[config.mk]
export PLATFORM = sky130hd
export DESIGN_NAME = lcd_spi_sink
export DESIGN_NICKNAME = d
export VERILOG_FILES = /design/src/rtl/lcd_spi_sink.sv
export SDC_FILE = /design/constraint.sdc
export NUM_CORES = 1
export LEC_CHECK = 0
export ABC_AREA = 1
export CAP_MARGIN = 20
export CORE_UTILIZATION = 45
export CTS_CLUSTER_SIZE = 28
export DETAILED_ROUTE_END_ITERATION = 8
export SLEW_MARGIN = 20
export SYNTH_ARGS = -nofsm -noshare
export SYNTH_HDL_FRONTEND = slang
export SYNTH_SLANG_ARGS = --single-unit
[constraint.sdc]
create_clock -name clk -period 10.3 [get_ports clk]
set_input_delay 2.575 -clock clk [delete_from_list [all_inputs] [get_ports clk]]
set_output_delay 2.575 -clock clk [all_outputs]
set_load 0.02 [all_outputs]
[src/rtl/lcd_spi_sink.sv]
// ---------------------------------------------------------------------------
// lcd_spi_sink : 4-wire SPI LCD receiver, decodes commands and RAMWR pixels.
// Revision 1.0 : initial release
// ---------------------------------------------------------------------------
`default_nettype none

module lcd_spi_sink #(
  parameter int WIDTH       = 128,
  parameter int HEIGHT      = 160,
  parameter int SYNC_STAGES = 2
) (
  input  logic                      clk,
  input  logic                      reset,
  input  logic                      scl,
  input  logic                      sda,
  input  logic                      cs,
  input  logic                      rs,
  output logic                      cmd_valid,
  output logic [7:0]                cmd_byte,
  output logic                      pix_valid,
  output logic [$clog2(WIDTH)-1:0]  pix_x,
  output logic [$clog2(HEIGHT)-1:0] pix_y,
  output logic [15:0]               pix_data,
  output logic                      frame_start,
  output logic                      frame_done,
  output logic                      sleeping
);

  localparam int XW = $clog2(WIDTH);
  localparam int YW = $clog2(HEIGHT);

  typedef enum logic [1:0] {ST_IDLE, ST_CASET, ST_RASET, ST_RAMWR} state_t;

  // Pin order in each stage: {scl, sda, cs, rs}
  logic [3:0] sync_q [SYNC_STAGES];
  logic       scl_s, sda_s, cs_s, rs_s;
  logic       scl_prev_q, rise_q, sda_p_q, rs_p_q;
  logic [6:0] shift_q;
  logic [2:0] bitcnt_q;
  logic       strobe_q, byte_rs_q;
  logic [7:0] byte_q;

  assign {scl_s, sda_s, cs_s, rs_s} = sync_q[SYNC_STAGES-1];

  always_ff @(posedge clk or posedge reset) begin
    if (reset) begin
      for (int i = 0; i < SYNC_STAGES; i++) sync_q[i] <= 4'b0010;
      scl_prev_q <= 1'b0;
      rise_q     <= 1'b0;
      sda_p_q    <= 1'b0;
      rs_p_q     <= 1'b0;
      shift_q    <= '0;
      bitcnt_q   <= '0;
      strobe_q   <= 1'b0;
      byte_rs_q  <= 1'b0;
      byte_q     <= '0;
    end else begin
      sync_q[0] <= {scl, sda, cs, rs};
      for (int i = 1; i < SYNC_STAGES; i++) sync_q[i] <= sync_q[i-1];
      scl_prev_q <= scl_s;
      rise_q     <= scl_s & ~scl_prev_q & ~cs_s;
      sda_p_q    <= sda_s;
      rs_p_q     <= rs_s;
      strobe_q   <= 1'b0;
      // A pending edge wins over cs so a byte finishing as cs rises is kept
      if (rise_q) begin
        shift_q  <= {shift_q[5:0], sda_p_q};
        bitcnt_q <= bitcnt_q + 3'd1;
        if (bitcnt_q == 3'd7) begin
          byte_q    <= {shift_q, sda_p_q};
          byte_rs_q <= rs_p_q;
          strobe_q  <= 1'b1;
        end
      end else if (cs_s) begin
        bitcnt_q <= '0;
      end
    end
  end

  state_t          state_q, state_d;
  logic [2:0]      pidx_q, pidx_d;
  logic [23:0]     p_q, p_d;
  logic            hi_pend_q, hi_pend_d;
  logic [7:0]      hi_q, hi_d;
  logic [XW-1:0]   xs_q, xs_d, xe_q, xe_d, x_q, x_d;
  logic [YW-1:0]   ys_q, ys_d, ye_q, ye_d, y_q, y_d;
  logic            cmd_valid_q, cmd_valid_d, pix_valid_q, pix_valid_d;
  logic            frame_start_q, frame_start_d, frame_done_q, frame_done_d;
  logic            sleeping_q, sleeping_d;
  logic [7:0]      cmd_byte_q, cmd_byte_d;
  logic [XW-1:0]   pix_x_q, pix_x_d;
  logic [YW-1:0]   pix_y_q, pix_y_d;
  logic [15:0]     pix_data_q, pix_data_d;
  logic [15:0]     lim, end_c;
  logic            start_gt;

  always_comb begin
    state_d       = state_q;
    pidx_d        = pidx_q;
    p_d           = p_q;
    hi_pend_d     = hi_pend_q;
    hi_d          = hi_q;
    xs_d          = xs_q;
    xe_d          = xe_q;
    ys_d          = ys_q;
    ye_d          = ye_q;
    x_d           = x_q;
    y_d           = y_q;
    cmd_valid_d   = 1'b0;
    pix_valid_d   = 1'b0;
    frame_start_d = 1'b0;
    frame_done_d  = 1'b0;
    sleeping_d    = sleeping_q;
    cmd_byte_d    = cmd_byte_q;
    pix_x_d       = pix_x_q;
    pix_y_d       = pix_y_q;
    pix_data_d    = pix_data_q;

    // Clamp on the 4th parameter byte: end to the panel, then start to end
    lim      = (state_q == ST_CASET) ? 16'(WIDTH) : 16'(HEIGHT);
    end_c    = ({p_q[7:0], byte_q} >= lim) ? (lim - 16'd1) : {p_q[7:0], byte_q};
    start_gt = (p_q[23:8] > end_c);

    if (strobe_q && !byte_rs_q) begin
      cmd_valid_d = 1'b1;
      cmd_byte_d  = byte_q;
      pidx_d      = '0;
      hi_pend_d   = 1'b0;
      state_d     = ST_IDLE;
      case (byte_q)
        8'h2A: state_d = ST_CASET;
        8'h2B: state_d = ST_RASET;
        8'h2C: begin
          state_d       = ST_RAMWR;
          x_d           = xs_q;
          y_d           = ys_q;
          frame_start_d = 1'b1;
        end
        8'h11: sleeping_d = 1'b0;
        8'h10: sleeping_d = 1'b1;
        8'h01: begin
          xs_d       = '0;
          xe_d       = XW'(WIDTH - 1);
          ys_d       = '0;
          ye_d       = YW'(HEIGHT - 1);
          sleeping_d = 1'b1;
        end
        default: ;
      endcase
    end else if (strobe_q) begin
      case (state_q)
        ST_CASET, ST_RASET: begin
          if (pidx_q < 3'd4) begin
            pidx_d = pidx_q + 3'd1;
            p_d    = {p_q[15:0], byte_q};
            if (pidx_q == 3'd3) begin
              if (state_q == ST_CASET) begin
                xe_d = end_c[XW-1:0];
                xs_d = start_gt ? end_c[XW-1:0] : p_q[8 +: XW];
              end else begin
                ye_d = end_c[YW-1:0];
                ys_d = start_gt ? end_c[YW-1:0] : p_q[8 +: YW];
              end
            end
          end
        end
        ST_RAMWR: begin
          if (!hi_pend_q) begin
            hi_pend_d = 1'b1;
            hi_d      = byte_q;
          end else begin
            hi_pend_d   = 1'b0;
            pix_valid_d = 1'b1;
            pix_x_d     = x_q;
            pix_y_d     = y_q;
            pix_data_d  = {hi_q, byte_q};
            if (x_q == xe_q) begin
              x_d = xs_q;
              if (y_q == ye_q) begin
                y_d          = ys_q;
                frame_done_d = 1'b1;
              end else begin
                y_d = y_q + YW'(1);
              end
            end else begin
              x_d = x_q + XW'(1);
            end
          end
        end
        default: ;
      endcase
    end
  end

  always_ff @(posedge clk or posedge reset) begin
    if (reset) begin
      state_q       <= ST_IDLE;
      pidx_q        <= '0;
      p_q           <= '0;
      hi_pend_q     <= 1'b0;
      hi_q          <= '0;
      xs_q          <= '0;
      xe_q          <= XW'(WIDTH - 1);
      ys_q          <= '0;
      ye_q          <= YW'(HEIGHT - 1);
      x_q           <= '0;
      y_q           <= '0;
      cmd_valid_q   <= 1'b0;
      pix_valid_q   <= 1'b0;
      frame_start_q <= 1'b0;
      frame_done_q  <= 1'b0;
      sleeping_q    <= 1'b1;
      cmd_byte_q    <= '0;
      pix_x_q       <= '0;
      pix_y_q       <= '0;
      pix_data_q    <= '0;
    end else begin
      state_q       <= state_d;
      pidx_q        <= pidx_d;
      p_q           <= p_d;
      hi_pend_q     <= hi_pend_d;
      hi_q          <= hi_d;
      xs_q          <= xs_d;
      xe_q          <= xe_d;
      ys_q          <= ys_d;
      ye_q          <= ye_d;
      x_q           <= x_d;
      y_q           <= y_d;
      cmd_valid_q   <= cmd_valid_d;
      pix_valid_q   <= pix_valid_d;
      frame_start_q <= frame_start_d;
      frame_done_q  <= frame_done_d;
      sleeping_q    <= sleeping_d;
      cmd_byte_q    <= cmd_byte_d;
      pix_x_q       <= pix_x_d;
      pix_y_q       <= pix_y_d;
      pix_data_q    <= pix_data_d;
    end
  end

  assign cmd_valid   = cmd_valid_q;
  assign cmd_byte    = cmd_byte_q;
  assign pix_valid   = pix_valid_q;
  assign pix_x       = pix_x_q;
  assign pix_y       = pix_y_q;
  assign pix_data    = pix_data_q;
  assign frame_start = frame_start_q;
  assign frame_done  = frame_done_q;
  assign sleeping    = sleeping_q;

endmodule

`default_nettype wire

# [After elaboration in Yosys (flattened, before gate mapping)]
# Cells that the tools add are included.
[op_classes] n_addsub=5 n_lt_le_gt_ge=3 n_eq_ne=16 n_mux=72 n_bitwise=6 reduce_logical=25
[ops] operator="two-way mux 8 bit" count=22
[ops] operator="two-way mux 7 bit" count=21
[ops] operator="equality test 8 x 6 -> 1 bit (second input constant)" count=3
[ops] operator="nonzero test 2 bit" count=10
[ops] operator="two-way mux 1 bit" count=19
[ops] operator="two-way mux 3 bit" count=6
[ops] operator="equality test 8 x 5 -> 1 bit (second input constant)" count=2
[ops] operator="greater-or-equal comparator 16 x 8 -> 1 bit" count=1
[ops] operator="> comparator 16 bit" count=1
[ops] operator="two-way mux 16 bit" count=1
[ops] operator="AND reduction 4 bit" count=4
[ops] operator="AND reduction 6 bit" count=2
[ops] operator="subtractor 8 x 1 -> 9 bit (second input constant)" count=1
[ops] operator="adder 8 x 1 -> 8 bit (second input constant)" count=1
[ops] operator="equality test 8 x 1 -> 1 bit (second input constant)" count=1
[ops] operator="equality test 8 bit" count=1
[ops] operator="adder 7 x 1 -> 7 bit (second input constant)" count=1
[ops] operator="equality test 7 bit" count=1
[ops] operator="adder 3 x 1 -> 3 bit (second input constant)" count=2
[ops] operator="two-way mux 6 bit" count=1
[ops] operator="inequality test 2 x 1 -> 1 bit (second input constant)" count=3
[ops] operator="one-hot mux 2 bit (3 select lines)" count=1
[ops] operator="AND reduction 2 bit" count=3
[ops] operator="AND reduction 5 bit" count=1
[ops] operator="other kinds (12)" count=18
[word_totals] register_bits=159 in_bits=6 out_inout_bits=44 wordCells=158

# [Logic depth before layout (Yosys ltp)]
# Gate-level depths: netlist of the first run.
[logic_depth] depth_word=12 depth_mapped=24 depth_no_buf=24

# [Least setup slack after synthesis of the first run]
# OpenSTA, ideal clock, no wires.
[synth_timing] path_kind="register to output" start="reg sleeping_q (netlist: sleeping)" end="out sleeping" arrival_time_ns=0.560 required_time_ns=7.725 setup_slack_ns=7.165 stages_incl_launch_ff=1 n_path_buf=0 cell_sequence="dfstp_2"
[synth_lines] item="from (decl)" line="89" text="logic sleeping_q, sleeping_d;"
[synth_lines] item="from (signal assigned)" line="233" text="sleeping_q <= sleeping_d;"
[synth_lines] item="to (decl)" line="26" text="output logic sleeping"
# No word-level cell between the ends.

# [Final worst setup path of the first run]
[layout_timing] start="reg sleeping_q (netlist: sleeping)" end="out sleeping"
# No word-level cell between the ends.

==> results.cfg, run 1 <==
[status]
outcome = completed

[finish]
stdcell_count = 1064
diodes = 0
drive_above_1_share_pct = 8.32
multi_input_area_um2 = 2690
area_growth_pct = 18.6
final_util_pct = 54.9
finalNetCount = 870
ff_latch_area_um2 = 4000
final_cell_area_um2 = 8370
n_fill_cell = 1389

[floorplan]
start_util_pct = 46.3
fp-row-count = 45
die_h_um = 127
io_pins = 50
dieArea_um2 = 16200
die_w_um = 127
core-area_um2 = 15300

[sta]
fin_crit_ns = 4.13
finalHoldViolations = 0
holdWs_ns = 0.347
fin_setup_tns_ns = 0
max_slew.worst_pin.slew_ns = 0.850
fin_ws_ns = 6.17
rsz0062_at_grt = no
relSlewSlack_pct = 42.7
drv_slew = 0
fin_skew_ns = 0.00812
fin_crit_sh_pct = 40.1
fmax_mhz = 242
setup-violations-final = 0

[synthesis]
syn-cell-area_um2 = 7060
ys_seq_area_share_pct = 56.6
ys.flop_type = dfrtp_1
postSynthAreaPerCell_um2 = 8.98
netlist_instances = 786
yosys_warnings = 0
synth-async-reset-ratio_pct = 100
synth_cell_types = 38
yosys_register_bits = 159
synth_edf_count = 0

[clock_network]
cts_repair_resize_count = 0
path_clk_slew_ns = 0.06
clock_sinks = 159
cts_max_level = 4
clockRootBuffer = clkbuf_16
cts_setup_buffers = 0
numCtsBuffers = 17
clock_latency_ns = 0.43
hold_buffers = 0
clockBufferDepth = 2
cts_tree = built

[setup_path]
r2r-start = state_q[1]$_DFFE_PP0P_
critical_path_class = reg2out
reg2reg_depth = 20
slowest_stage = clkdlybuf4s50_1
critPathLaunchType = register
arrival_ns = 1.56
crit_fanout = 2
r2r_end = xs_q[2]$_DFFE_PP0P_
r2r_slack_ns = 6.73
required_ns = 7.73
slowest_delay_ns = 0.59
worstPathCellList = clkdlybuf4s50_1
cp.buffers_inverters = 1
cp_top_family = buffers and inverters
end_kind = output port

[placed_design]
gp_congestion = 0.853
port_buffers = 49
hpwl_mm = 10.9
pre_cts_ws_ns = 5.76
postPlaceCellArea_um2 = 7780
dp_cells = 1032

[min_path]
min_path_type = reg2reg
hold_start = rs_s$_DFF_PP0_
whs_path_depth = 0
worstHoldEndpoint = rs_p_q$_DFF_PP0_

[routing]
first_pass_iters = 6
via_count = 5462
drtIter0Drc = 415
avgRoutedWirePerCell_um = 14.6
ant_nets = 0
wl_mm = 15.6
drcViolationCount = 0
viasPerCell = 5.13

[power]
power_density_nw_per_um2 = 154
power_mw = 1.29
leakage_nw = 3.87
ir_drop_uv = 117

[global_route]
track_usage_pct = 20.9
grt_max_degree = 97
antenna_found_initial = 0
overflow = 0
grt_pass1_vias = 5204
grt_pass1_wl_mm = 26.1

[run]
cap_violations = 0
## worst max path at each step
stage,start,end,depth (start not counted)
after floorplan,reset,bitcnt_q[0]$_DFFE_PP0P_,1
after global routing,reset,p_q[14]$_DFFE_PP0P_,3
after detailed placement,reset,p_q[21]$_DFFE_PP0P_,3
after global placement,reset,p_q[13]$_DFFE_PP0P_,3
after CTS,sleeping$_DFFE_PP1P_,sleeping,1
final,sleeping$_DFFE_PP1P_,sleeping,1
## power breakdown
group | switching, mW | internal [mW]
clock | 0.256 | 0.369
combinational | 0.0185 | 0.00566
sequential | 0.00435 | 0.634
total | 0.279 | 1.01
## cell usage after synthesis (2+ instances only)
master	instances	area share, %
a211oi_1	2	0.21
a21oi_1	24	1.7
a22o_1	2	0.25
a31oi_1	7	0.62
and3_1	2	0.18
buf_1	2	0.11
buf_2	5	0.35
clkbuf_1	20	1.1
clkinv_1	2	0.11
dfrtp_1	143	51
dfstp_2	16	6.0
ha_1	24	4.3
inv_1	74	3.9
inv_2	2	0.11
nand2_1	213	11
nand2_2	3	0.27
nand2_4	2	0.32
nand3_1	15	1.1
nand4_1	24	2.1
nor2_1	52	2.8
nor2_2	4	0.35
nor3_1	3	0.21
nor4_1	6	0.53
o211ai_1	6	0.64
o21ai_0	105	7.4
o22ai_1	6	0.53
xnor2_1	5	0.62
xor2_1	7	0.87
## registers in the layout, indices dropped and copies added (netlist names), 2 cells and up
name      flops
sync_q        4
ys_q          8
cmd_byte      8
hi_q          8
shift_q       7
xs_q          7
ye_q          8
pidx_q        3
pix_data     16
x_q           7
bitcnt_q      3
byte_q        8
p_q          24
pix_x         7
pix_y         8
xe_q          7
y_q           8
state_q       2
## cell families (layout without fill, tap and decap cells)
logic type / Yosys count / count (layout) / share of synthesized area, %
buffers and inverters: 105 / 165 / 5.67
AND/OR/NAND/NOR: 328 / 328 / 19.8
AO/OA/AOI/OAI: 157 / 157 / 12.1
XOR/XNOR: 12 / 12 / 1.49
other: 1 / 8 / 0.0531
flip-flops: 159 / 159 / 56.6
adder cells (fa/ha/maj): 24 / 24 / 4.25
## cells in the final DEF (no fill, tap or decap), types with 4 or more instances in the layout
| cell | netlist | layout |
|---|---|---|
| nand2_1 | 213 | 213 |
| dfrtp_1 | 143 | 143 |
| o21ai_0 | 105 | 105 |
| inv_1 | 74 | 73 |
| nor2_1 | 52 | 52 |
| clkdlybuf4s50_1 | 0 | 49 |
| nand4_1 | 24 | 24 |
| a21oi_1 | 24 | 24 |
| ha_1 | 24 | 24 |
| clkbuf_16 | 0 | 17 |
| dfstp_2 | 16 | 16 |
| nand3_1 | 15 | 15 |
| conb_1 | 1 | 8 |
| a31oi_1 | 7 | 7 |
| xor2_1 | 7 | 7 |
| o22ai_1 | 6 | 6 |
| o211ai_1 | 6 | 6 |
| nor4_1 | 6 | 6 |
| buf_4 | 0 | 6 |
| xnor2_1 | 5 | 5 |
| clkinvlp_4 | 0 | 5 |
| nor2_2 | 4 | 4 |
## metal layers
metal | track usage (%) | share of wire [%]
met2 | 32.1 | 46
met4 | 7.07 | 1.6
met1 | 29.7 | 48
met5 | 0 | 0
met3 | 4.15 | 4.4
## final cells by class
class,instances,area share [%]
Clock buffer,19,5.41
Sequential cell,159,47.8
Inverter,78,3.56
Clock inverter,13,1.66
Tap cell,211,3.15
Timing Repair Buffer,55,6.39
Multi-Input combinational cell,529,32.1
Power figures use the tool's default switching activity.
==> run 2, diff against run 1 <==
--- a/config.mk
+++ b/config.mk
@@ -10,6 +10,7 @@
 export CORE_UTILIZATION = 45
 export CTS_CLUSTER_SIZE = 28
 export DETAILED_ROUTE_END_ITERATION = 8
+export PLACE_DENSITY = 0.66
 export SLEW_MARGIN = 20
 export SYNTH_ARGS = -nofsm -noshare
 export SYNTH_HDL_FRONTEND = slang
==> constraint.sdc (replaced) <==
create_clock -name clk -period 3.54 [get_ports clk]
set_input_delay 0.885 -clock clk [delete_from_list [all_inputs] [get_ports clk]]
set_output_delay 0.885 -clock clk [all_outputs]
set_load 0.02 [all_outputs]
==> run 2 against run 1 <==
First-iteration DRC count is 22% lower. Flip-flop and latch count stayed put. Worst hold slack better by 0.0039 ns. Cell count is 1.3% higher. Critical path type is now reg2reg. Highest routed layer unchanged.
==> results.cfg, run 2 (synthesis gave the netlist of run 1 again) <==
[routing]
viasPerCell = 5.12
drcViolationCount = 0
route.met2.wl_mm = 7.71
drtIter0Drc = 322
wl_mm = 16.1
met1_length_mm = 7.22
via_count = 5519
wl_met3_um = 747
avgRoutedWirePerCell_um = 14.9
ant_nets = 0
top_layer = met4
first_pass_iters = 5

[floorplan]
start_util_pct = 46.3
io_pins = 50
die_w_um = 127
fp-row-count = 45
dieArea_um2 = 16200
core-area_um2 = 15300
die_h_um = 127

[global_route]
antenna_found_initial = 0
track_usage_pct = 21.8
grt_max_degree = 49
grt_pass1_vias = 5365
grt_pass1_wl_mm = 27.0
overflow = 0

[finish]
multi_input_area_um2 = 2690
stdcell_count = 1078
n_fill_cell = 1396
diodes = 0
ff_latch_area_um2 = 4000
top_register = p_q
area_growth_pct = 21.1
finalNetCount = 885
largest_reg_flops = 24
mostFrequentLayoutCell = nand2_1
drive_above_1_share_pct = 9.69
layout_common_cells = nand2_1 (213), dfrtp_1 (143), o21ai_0 (105)

[placed_design]
port_buffers = 49
gp_congestion = 0.899
hpwl_mm = 11.6
dp_cells = 1047

[setup_path]
critical_path_class = reg2reg
required_ns = 3.85
arrival_ns = 3.40
end_kind = register
crit_fanout = 9
critPathLaunchType = register

[sta]
relSlewSlack_pct = 42.4
rsz0062_at_grt = no
max_slew.worst_pin.slew_ns = 0.862
fin_crit_ns = 3.09
fin_skew_ns = 0.0101
fin_setup_tns_ns = 0
setup-violations-final = 0
finalHoldViolations = 0
fin_crit_sh_pct = 87.3
drv_slew = 0
fmax_mhz = 323

[clock_network]
cts_max_level = 4
clock_latency_ns = 0.43
cts_tree = built
path_clk_slew_ns = 0.06
cts_repair_resize_count = 0
clockBufferDepth = 2
hold_buffers = 0
cts_setup_buffers = 0
numCtsBuffers = 17
clockRootBuffer = clkbuf_16
clock_sinks = 159

[min_path]
min_path_type = reg2reg

[status]
outcome = completed

[run]
cap_violations = 0

[power]
power_density_nw_per_um2 = 442
ir_drop_uv = 337
leakage_nw = 3.96
==> run 2: final timing paths <==
check                                  startpoint                    to  slack (ns)  cells after the start
min in group asynchronous                   reset   hi_q[0]$_DFFE_PP0P_        0.98                      2
setup reg to reg           state_q[1]$_DFFE_PP0P_   xs_q[3]$_DFFE_PP0P_        0.45                     21
max in group asynchronous                   reset  sleeping$_DFFE_PP1P_        1.85                      3
hold / removal                     rs_s$_DFF_PP0_      rs_p_q$_DFF_PP0_        0.35                      0
hold reg to reg                    rs_s$_DFF_PP0_      rs_p_q$_DFF_PP0_        0.35                      0
setup / recovery           state_q[1]$_DFFE_PP0P_   xs_q[3]$_DFFE_PP0P_        0.45                     21
==> run 2: per-stage QoR <==
stage / utilization [%] / total power, mW / hold WS (ns) / cell area, um^2 / setup slack, ns
after floorplan: - / 1.94 / 0.331 / 7090 / 0.653
after global placement: 52.1 / 1.98 / 0.335 / 7960 / 0.606
after detailed placement: 52.1 / 1.98 / 0.337 / 7960 / 0.489
after CTS: 56.0 / 3.81 / 0.355 / 8550 / 0.459
after global routing: 56.0 / 3.91 / 0.358 / 8550 / 0.112
final: 56.0 / 3.78 / 0.351 / 8550 / 0.448
==> run 2: cell type report <==
class	instances	area share (%)
timing repair buffer	70	8.31
clock inverter	12	1.74
inverter	78	3.47
sequential	159	46.8
multi-input combinational	529	31.4
tap	211	3.09
clock buffer	19	5.18
==> run 2: layer usage <==
metal | global-route usage [%] | vias to the layer above
met2 | 35.4 | 131
met5 | 0 | -
met3 | 4.23 | 34
met1 | 28.8 | 2635
li1 | - | 2719
met4 | 8.89 | 0
==> run 2: critical path: stages, from the launching register on <==
cell      delay (ns)
dfrtp_1         0.40
inv_1           0.09
ha_1            0.17
inv_1           0.06
ha_1            0.26
nand2_1         0.09
nor2_1          0.06
nand2_2         0.10
nand3_4         0.10
o21ai_0         0.35
inv_1           0.08
ha_1            0.32
nand2_1         0.08
nor2_1          0.04
a211oi_1        0.16
nand2_1         0.10
nand2_2         0.08
nand2_4         0.09
nand2_4         0.12
nand2_1         0.09
nand4_1         0.09
nand2_1         0.06
==> run 2: report_power, final <==
part           switching [mW]  internal [mW]  leakage, nW
Sequential             0.0135           1.84         2.06
Clock                   0.762           1.07        0.287
Combinational          0.0563         0.0297         1.62
Total                   0.832           2.94         3.96
